===== src/rtl/vga_pkg.sv =====
// Shared VGA raster definitions: default 640x480@60 timing, line/frame totals and the
// per-pixel word carried through the output pipeline.
package vga_pkg;

    localparam int unsigned DEF_H_VISIBLE  = 640;
    localparam int unsigned DEF_H_FRONT    = 16;
    localparam int unsigned DEF_H_SYNC     = 96;
    localparam int unsigned DEF_H_BACK     = 48;
    localparam int unsigned DEF_V_VISIBLE  = 480;
    localparam int unsigned DEF_V_FRONT    = 10;
    localparam int unsigned DEF_V_SYNC     = 2;
    localparam int unsigned DEF_V_BACK     = 33;
    localparam int unsigned DEF_CLK_DIV    = 2;
    localparam int unsigned DEF_PIPE_DELAY = 1;

    typedef struct packed {
        logic       hs;
        logic       vs;
        logic       vis;
        logic [7:0] r;
        logic [7:0] g;
        logic [7:0] b;
    } vga_px_t;

    // Syncs deasserted, blanked, black.
    localparam vga_px_t PX_IDLE = '{hs: 1'b1, vs: 1'b1, vis: 1'b0, r: 8'h00, g: 8'h00,
                                    b: 8'h00};

    function automatic int unsigned h_total(input int unsigned visible, input int unsigned front,
                                            input int unsigned sync, input int unsigned back);
        return visible + front + sync + back;
    endfunction

    function automatic int unsigned v_total(input int unsigned visible, input int unsigned front,
                                            input int unsigned sync, input int unsigned back);
        return visible + front + sync + back;
    endfunction

endpackage


===== src/rtl/vga_delay_line.sv =====
// Clock-enabled shift register of pixel words; resets every stage to the idle pixel.
module vga_delay_line
    import vga_pkg::*;
#(
    parameter int unsigned Depth = 1
) (
    input  logic    Clk,
    input  logic    Reset_n,
    input  logic    en_i,
    input  vga_px_t d_i,
    output vga_px_t q_o
);

    vga_px_t stage_q [Depth];

    always_ff @(posedge Clk or negedge Reset_n) begin
        if (!Reset_n) begin
            for (int unsigned i = 0; i < Depth; i++) begin
                stage_q[i] <= PX_IDLE;
            end
        end else if (en_i) begin
            stage_q[0] <= d_i;
            for (int unsigned i = 1; i < Depth; i++) begin
                stage_q[i] <= stage_q[i-1];
            end
        end
    end

    assign q_o = stage_q[Depth-1];

endmodule


===== src/rtl/vga_timing_gen.sv =====
// Raster-scan timing source: pixel-rate divider, X/Y counters, sync/blank decode and a
// registered output pipeline that keeps colour and sync aligned at the DAC pins.
module vga_timing_gen
    import vga_pkg::*;
#(
    parameter int unsigned H_VISIBLE  = DEF_H_VISIBLE,
    parameter int unsigned H_FRONT    = DEF_H_FRONT,
    parameter int unsigned H_SYNC     = DEF_H_SYNC,
    parameter int unsigned H_BACK     = DEF_H_BACK,
    parameter int unsigned V_VISIBLE  = DEF_V_VISIBLE,
    parameter int unsigned V_FRONT    = DEF_V_FRONT,
    parameter int unsigned V_SYNC     = DEF_V_SYNC,
    parameter int unsigned V_BACK     = DEF_V_BACK,
    parameter int unsigned CLK_DIV    = DEF_CLK_DIV,
    parameter int unsigned PIPE_DELAY = DEF_PIPE_DELAY
) (
    input  logic       Clk,
    input  logic       Reset_n,
    input  logic [7:0] R_in,
    input  logic [7:0] G_in,
    input  logic [7:0] B_in,
    output logic [9:0] DrawX,
    output logic [9:0] DrawY,
    output logic       pixel_ce,
    output logic       frame_start,
    output logic       VGA_CLK,
    output logic       VGA_HS,
    output logic       VGA_VS,
    output logic       VGA_BLANK_N,
    output logic       VGA_SYNC_N,
    output logic [7:0] VGA_R,
    output logic [7:0] VGA_G,
    output logic [7:0] VGA_B
);

    localparam int unsigned H_TOTAL = h_total(H_VISIBLE, H_FRONT, H_SYNC, H_BACK);
    localparam int unsigned V_TOTAL = v_total(V_VISIBLE, V_FRONT, V_SYNC, V_BACK);

    localparam logic [9:0] X_LAST   = 10'(H_TOTAL - 1);
    localparam logic [9:0] Y_LAST   = 10'(V_TOTAL - 1);
    localparam logic [9:0] X_VIS    = 10'(H_VISIBLE);
    localparam logic [9:0] Y_VIS    = 10'(V_VISIBLE);
    localparam logic [9:0] HS_FIRST = 10'(H_VISIBLE + H_FRONT);
    localparam logic [9:0] HS_LAST  = 10'(H_VISIBLE + H_FRONT + H_SYNC - 1);
    localparam logic [9:0] VS_FIRST = 10'(V_VISIBLE + V_FRONT);
    localparam logic [9:0] VS_LAST  = 10'(V_VISIBLE + V_FRONT + V_SYNC - 1);
    localparam logic [1:0] DIV_LAST = 2'(CLK_DIV - 1);
    localparam logic [1:0] DIV_HALF = 2'(CLK_DIV / 2);

    logic [1:0] div_cnt_q, div_cnt_d;
    logic       pixel_ce_q, vga_clk_q, frame_start_q;
    logic [9:0] x_q, x_d, y_q, y_d;
    logic       line_end, frame_end;
    logic       hs_c, vs_c, vis_c;
    vga_px_t    px_in, px_out;

    always_comb begin
        div_cnt_d = (div_cnt_q == DIV_LAST) ? 2'd0 : div_cnt_q + 2'd1;
        line_end  = (x_q == X_LAST);
        frame_end = line_end && (y_q == Y_LAST);
        x_d       = x_q;
        y_d       = y_q;
        if (pixel_ce_q) begin
            x_d = line_end ? 10'd0 : x_q + 10'd1;
            if (line_end) begin
                y_d = (y_q == Y_LAST) ? 10'd0 : y_q + 10'd1;
            end
        end
    end

    always_ff @(posedge Clk or negedge Reset_n) begin
        if (!Reset_n) begin
            div_cnt_q     <= 2'd0;
            pixel_ce_q    <= 1'b0;
            vga_clk_q     <= 1'b0;
            frame_start_q <= 1'b0;
            x_q           <= 10'd0;
            y_q           <= 10'd0;
        end else begin
            div_cnt_q     <= div_cnt_d;
            pixel_ce_q    <= (div_cnt_q == DIV_LAST);
            vga_clk_q     <= (div_cnt_q >= DIV_HALF);
            frame_start_q <= pixel_ce_q && frame_end;
            x_q           <= x_d;
            y_q           <= y_d;
        end
    end

    // Colour is blanked before it enters the pipeline so the pins are pure register outputs.
    always_comb begin
        hs_c      = !((x_q >= HS_FIRST) && (x_q <= HS_LAST));
        vs_c      = !((y_q >= VS_FIRST) && (y_q <= VS_LAST));
        vis_c     = (x_q < X_VIS) && (y_q < Y_VIS);
        px_in.hs  = hs_c;
        px_in.vs  = vs_c;
        px_in.vis = vis_c;
        px_in.r   = vis_c ? R_in : 8'h00;
        px_in.g   = vis_c ? G_in : 8'h00;
        px_in.b   = vis_c ? B_in : 8'h00;
    end

    vga_delay_line #(
        .Depth(PIPE_DELAY)
    ) u_delay (
        .Clk    (Clk),
        .Reset_n(Reset_n),
        .en_i   (pixel_ce_q),
        .d_i    (px_in),
        .q_o    (px_out)
    );

    assign DrawX       = x_q;
    assign DrawY       = y_q;
    assign pixel_ce    = pixel_ce_q;
    assign frame_start = frame_start_q;
    assign VGA_CLK     = vga_clk_q;
    assign VGA_HS      = px_out.hs;
    assign VGA_VS      = px_out.vs;
    assign VGA_BLANK_N = px_out.vis;
    assign VGA_SYNC_N  = 1'b0;
    assign VGA_R       = px_out.r;
    assign VGA_G       = px_out.g;
    assign VGA_B       = px_out.b;

endmodule

===== config.mk =====
export PLATFORM = sky130hd
export DESIGN_NAME = vga_timing_gen
export DESIGN_NICKNAME = d
export VERILOG_FILES = /design/src/rtl/vga_pkg.sv /design/src/rtl/vga_delay_line.sv /design/src/rtl/vga_timing_gen.sv
export SDC_FILE = /design/constraint.sdc
export NUM_CORES = 1
export LEC_CHECK = 0
export CAP_MARGIN = 10
export CORE_ASPECT_RATIO = 1.4
export CORE_UTILIZATION = 30
export CTS_BUF_LIST = sky130_fd_sc_hd__clkbuf_16
export DETAILED_ROUTE_END_ITERATION = 8
export PLACE_DENSITY = 0.62
export SYNTH_ARGS = -nofsm -noshare
export SYNTH_HDL_FRONTEND = slang
export SYNTH_SLANG_ARGS = --single-unit

===== constraint.sdc =====
create_clock -name Clk -period 4.8 [get_ports Clk]
set_input_delay 0.48 -clock Clk [delete_from_list [all_inputs] [get_ports Clk]]
set_output_delay 0.48 -clock Clk [all_outputs]
set_load 0.1 [all_outputs]

# Word level (Yosys, flattened, before mapping)
# Cells that the tools add are included.
# word_totals
ff_bits	52
inputBits	26
output_inout_bits	51
word_cells	39
# classes
add_sub_neg	3
order_cmp	7
n_eq_ne	3
n_mux	6
n_reduce_logical	8
# ops
op	n
8-bit 2-to-1 mux	3
10-bit by 1-bit adder with 10-bit output, second input constant	2
10-bit == test, second input constant	2
10-bit 2-to-1 mux	2
10-bit >= comparator, second input constant	1
10-bit by 9-bit >= comparator with 1-bit output, second input constant	1
10-bit less-or-equal comparator, second input constant	1
10-bit by 9-bit less-or-equal comparator with 1-bit output, second input constant	1
10-bit less-than comparator, second input constant	1
10-bit by 9-bit less-than comparator with 1-bit output, second input constant	1
1-bit logical AND	5
2-bit by 1-bit adder with 2-bit output, second input constant	1
2-bit by 1-bit == test with 1-bit output, second input constant	1
2-bit by 1-bit >= comparator with 1-bit output, second input constant	1
1-bit logical NOT	2
2-bit 2-to-1 mux	1
2-bit AND reduction	1

# Depth between registers and ports, before layout
# logic_depth
depth_word	3
mapped_depth	7
ltp_nobuf	6

# By module
# Synthesis repeated with hierarchy kept, for this count alone.
# hier_totals
hier_cells	216
area_unflattened_um2	2600.0
# modules_own_cells
mod	instances	cells_per_inst	area_per_inst_um2	seq_area_each_um2
vga_timing_gen	1	159	1491.4	625.6
vga_delay_line	1	57	1108.6	678.2

# Worst setup path before layout
# Ideal clock, no wire load.
# synth_path
kind	reg2reg
from	register x_q[0] (netlist: DrawX[0])
to	register y_q[5] (netlist: DrawY[5])
setup_ns	0.067
arrival_time_ns	2.448
required_ns	4.733
setup_slack_ns	2.285
stages_incl_launch_ff	7
n_path_buf	1
period_less_slack_ns	2.515
cell_sequence	dfrtp_1 -> ha_1 -> nand4_4 -> or4b_1 -> buf_2 -> nor4_2 -> a21o_1
# synth_via
elab_chain_cells	2
# synth_rtl
element	line_no	text
start: declaration	vga_timing_gen.sv:52	logic [9:0] x_q, x_d, y_q, y_d;
start signal: assignment	vga_timing_gen.sv:77	x_q <= 10'd0;
start signal: assignment	vga_timing_gen.sv:84	x_q <= x_d;
10-bit == test	vga_timing_gen.sv:59	line_end = (x_q == X_LAST);
2-bit AND reduction (no source line)	n/a	
end signal: assignment	vga_timing_gen.sv:85	y_q <= y_d;
end: declaration	vga_timing_gen.sv:52	
# Every way passes these cells.
# A chain may end at the register's enable or synchronous reset.

# Worst setup path in the final report
# layout_path
from	register pixel_ce_q (netlist: pixel_ce)
to	output port pixel_ce
# layout_lines
element	line_no	text
start: declaration	vga_timing_gen.sv:51	logic pixel_ce_q, vga_clk_q, frame_start_q;
start signal: assignment	vga_timing_gen.sv:81	pixel_ce_q <= (div_cnt_q == DIV_LAST);
end: declaration	vga_timing_gen.sv:24	output logic pixel_ce,
# No word-level cell between the ends.

==> key figures <==
Status
  – Status: complete, no violations

STA
  – Relative slew slack: 32.5%
  – Max Fclk: 0.382 GHz
  – RSZ-0062 raised after global routing: no
  – Endpoints failing setup: 0
  – Worst Tran Pin Value: 1010 ps
  – Final hold violation count: 0
  – Setup TNS: 0 ps
  – Worst clock skew: 7.90 ps
  – Post-route minimum period: 2620 ps
  – Worst Hold Slack: 320 ps
  – Slew Limit Fails: 0
  – Period utilization: 54.5%

Power and ir drop
  – Switch share: roughly 25%
  – P_sw: 0.000248 W
  – Worst vdd ir: 0.142 mV
  – Clock power share: approximately two fifths
  – Power per cell area: approximately 300 nW/um2
  – Comb pwr share: 14.4%
  – Overall power: around 0.00098 W
  – Leakage: 1.35 nW
  – P_int: 0.000734 W
  – Register share of total power: 46.2%

Yosys
  – Synth Net Count: 224
  – Biggest area consumer among synthesized cells: dfrtp_1
  – Cell Area, Synth: around 2300 um2
  – Post-synth EDFFs: 0
  – Syn. warnings: 0
  – Syn avg cell area: 11.7 um2
  – Cells taking the most area after synthesis: dfrtp_1 55%, a22o_1 10%, ha_1 2.8%
  – Async set-or-reset flop fraction in the synthesized netlist: 100%
  – Post-synthesis register bit count: 52
  – Most used DFF post-synth: dfrtp_1
  – Seq/Total Area, Yosys: between 50% and 60%
  – Most numerous cell in the Yosys netlist: dfrtp_1
  – Mapped Cells: between 150 and 200
  – Post-synth top area share: 55.4%
  – Post-synth top cells: 50 x dfrtp_1, 27 x a22o_1, 13 x nand2_1, 12 x nor2_1, 10 x o21ai_0
  – Number of distinct library cells after synthesis: between 40 and 50

Layout
  – Final Cell Area: 3270 um2
  – Final std cells w/o fill: 367
  – Synthesis-to-finish area growth: 44.9%
  – Share of layout cells above drive strength 1: 8.15%
  – Antenna cells: 0
  – Fin nets: 300

Global routing
  – GRT overflow: 0
  – Initial antenna violation count: 0
  – GRT Util Overall: 13.7%
  – Grt met3 use: 3.18%
  – Met1 Resource Use GR: 15.8%
  – Met2 usage: 23.7%
  – Largest net degree at the start of global routing: 53
  – First-pass GRT wire length: ~8.3 mm
  – Vias in the first global route: 1795
  – GR peak layer: met2

Worst setup path
  – Slowest-stage cell, CP: clkdlybuf4s50_1
  – Slowest stage delay, CP: 1220 ps
  – Critical-path cell list: clkdlybuf4s50_1
  – CP Class: flop to output port
  – Required @ worst endpoint: between 4000 and 5000 ps
  – Setup crit start: pixel_ce
  – Data arrival, critical path: roughly 2100 ps
  – FF-to-FF Start: pixel_ce
  – Critical Path Fanout Max: 11
  – CP Launch Type: flop
  – Crit end category: output port
  – Crit path buffers/inverters: 1
  – Crit-path leading delay family: buffers and inverters

Clock network
  – Sink Count: between 50 and 60
  – Post-CTS sizing: 0
  – Worst-path clk slew: approximately 70 ps
  – Setup bufs post-CTS: 0
  – Hold buffer count at CTS: 0
  – Max clock buf depth: 2
  – H-tree depth: 2
  – TritonCTS clock tree: done
  – Clock root buffer: clkbuf_16
  – CTS Buf Count: 5
  – Clock Latency Late Sink: 280 ps

Die
  – Core Box Area: around 7300 um2
  – Chip Height: between 100 and 150 um
  – Die Wd: ~75 um
  – Boundary Pins: 77
  – Starting density of the core: 30.9%
  – Die Footprint: 7880 um2
  – Row count: 37

Run
  – Number of max-cap violations: 0

Routing
  – Vias post-DR: roughly 1800
  – Via-to-Cell Ratio: 4.94
  – DR WL/cell: 14.3 um
  – Routed WL: 5.26 mm
  – Residual DRC: 0
  – Remaining antenna violation count: 0
  – Initial DRC count: 47
  – DR pass1 iterations: 4

Hold path
  – Worst Hold Class: primary input to async pin

Placed design
  – Cells after DPL: about 360
  – PortBufs: 75
  – Placed Area: a little over 3000 um2
  – Half-perimeter wire length after placement: 3.75 mm
  – RePlAce Congestion: between 0.7 and 0.8
[state kept, by name, indices dropped and copies added, names as in the netlist]
signal       cells
VGA_CLK          1
div_cnt_q        2
u_delay.q_o     27
DrawY           10
frame_start      1
DrawX           10
pixel_ce         1
[path summary, 6_finish.rpt]
| check | to | slack (ps) | cells after the start |
|---|---|---|---|
| min in group Clk | pixel_ce | 440 | 1 |
| min | DrawX[7] | 320 | 2 |
| max in group asynchronous | u_delay.q_o[23] | 4060 | 2 |
| max reg2reg | DrawY[5] | 2780 | 4 |
| max | pixel_ce | 2180 | 1 |
| min reg2reg | pixel_ce | 440 | 1 |
[area by class of cell]
type | count | area (um2)
Timing Repair Buffer | 78 | 768
Fill cell | 744 | 4040
Sequential cell | 52 | 1300
Clock inverter | 3 | 38.8
Tap cell | 97 | 121
Multi-Input combinational cell | 125 | 887
Inverter | 7 | 26.3
Clock buffer | 5 | 125
[per-stage QoR]
step | setup slack, ps | utilization [%]
global route | 2100 | 44.7
CTS | 2140 | 44.7
finish | 2180 | 44.7
detailed placement | 2460 | 42.5
floorplan | 2290 | -
global placement | 2480 | 42.5
[layer usage]
metal / share of wire [%] / routed length (um)
met5: 0 / 0
met4: 1.9 / 102
met3: 7.4 / 390
met2: 48 / 2550
met1: 42 / 2220
[power groups by stage]
stage	registers, W	clock network, W	logic, W
CTS	0.000454	0.000404	0.000143
global placement	0.000461	0	0.000143
detailed placement	0.000462	0	0.000143
finish	0.000454	0.000387	0.000142
floorplan	0.000538	0	0.0000139
global route	0.000455	0.000418	0.000148
[cells in the final DEF (no fill, tap or decap), drive strengths merged, types with 2 or more instances in the layout]
cell type / n
clkdlybuf4s50: 74
dfrtp: 50
a22o: 27
nand2: 13
nor2: 13
o21ai: 11
inv: 8
nand4: 6
xnor2: 5
ha: 5
clkbuf: 5
nor3: 5
and3: 4
xor2: 4
buf: 4
or2: 3
and4: 3
nand3: 3
nor2b: 2
a21oi: 2
and2: 2
a21o: 2
dfstp: 2
nor4b: 2
[kinds of logic (layout without fill, tap and decap cells)]
logic type	count (synthesis)	count (layout)	share of synthesized area (%)
and+or+nand+nor	63	63	16.7
DFF	52	52	57.8
AOI/OAI and AO/OA	47	47	15.9
buffers and inverters	16	93	3.16
xor gates and xnor gates	9	9	3.49
adders and majority gates	5	5	2.77
other	1	1	0.166
No activity file was read; power rests on OpenSTA's default activity.
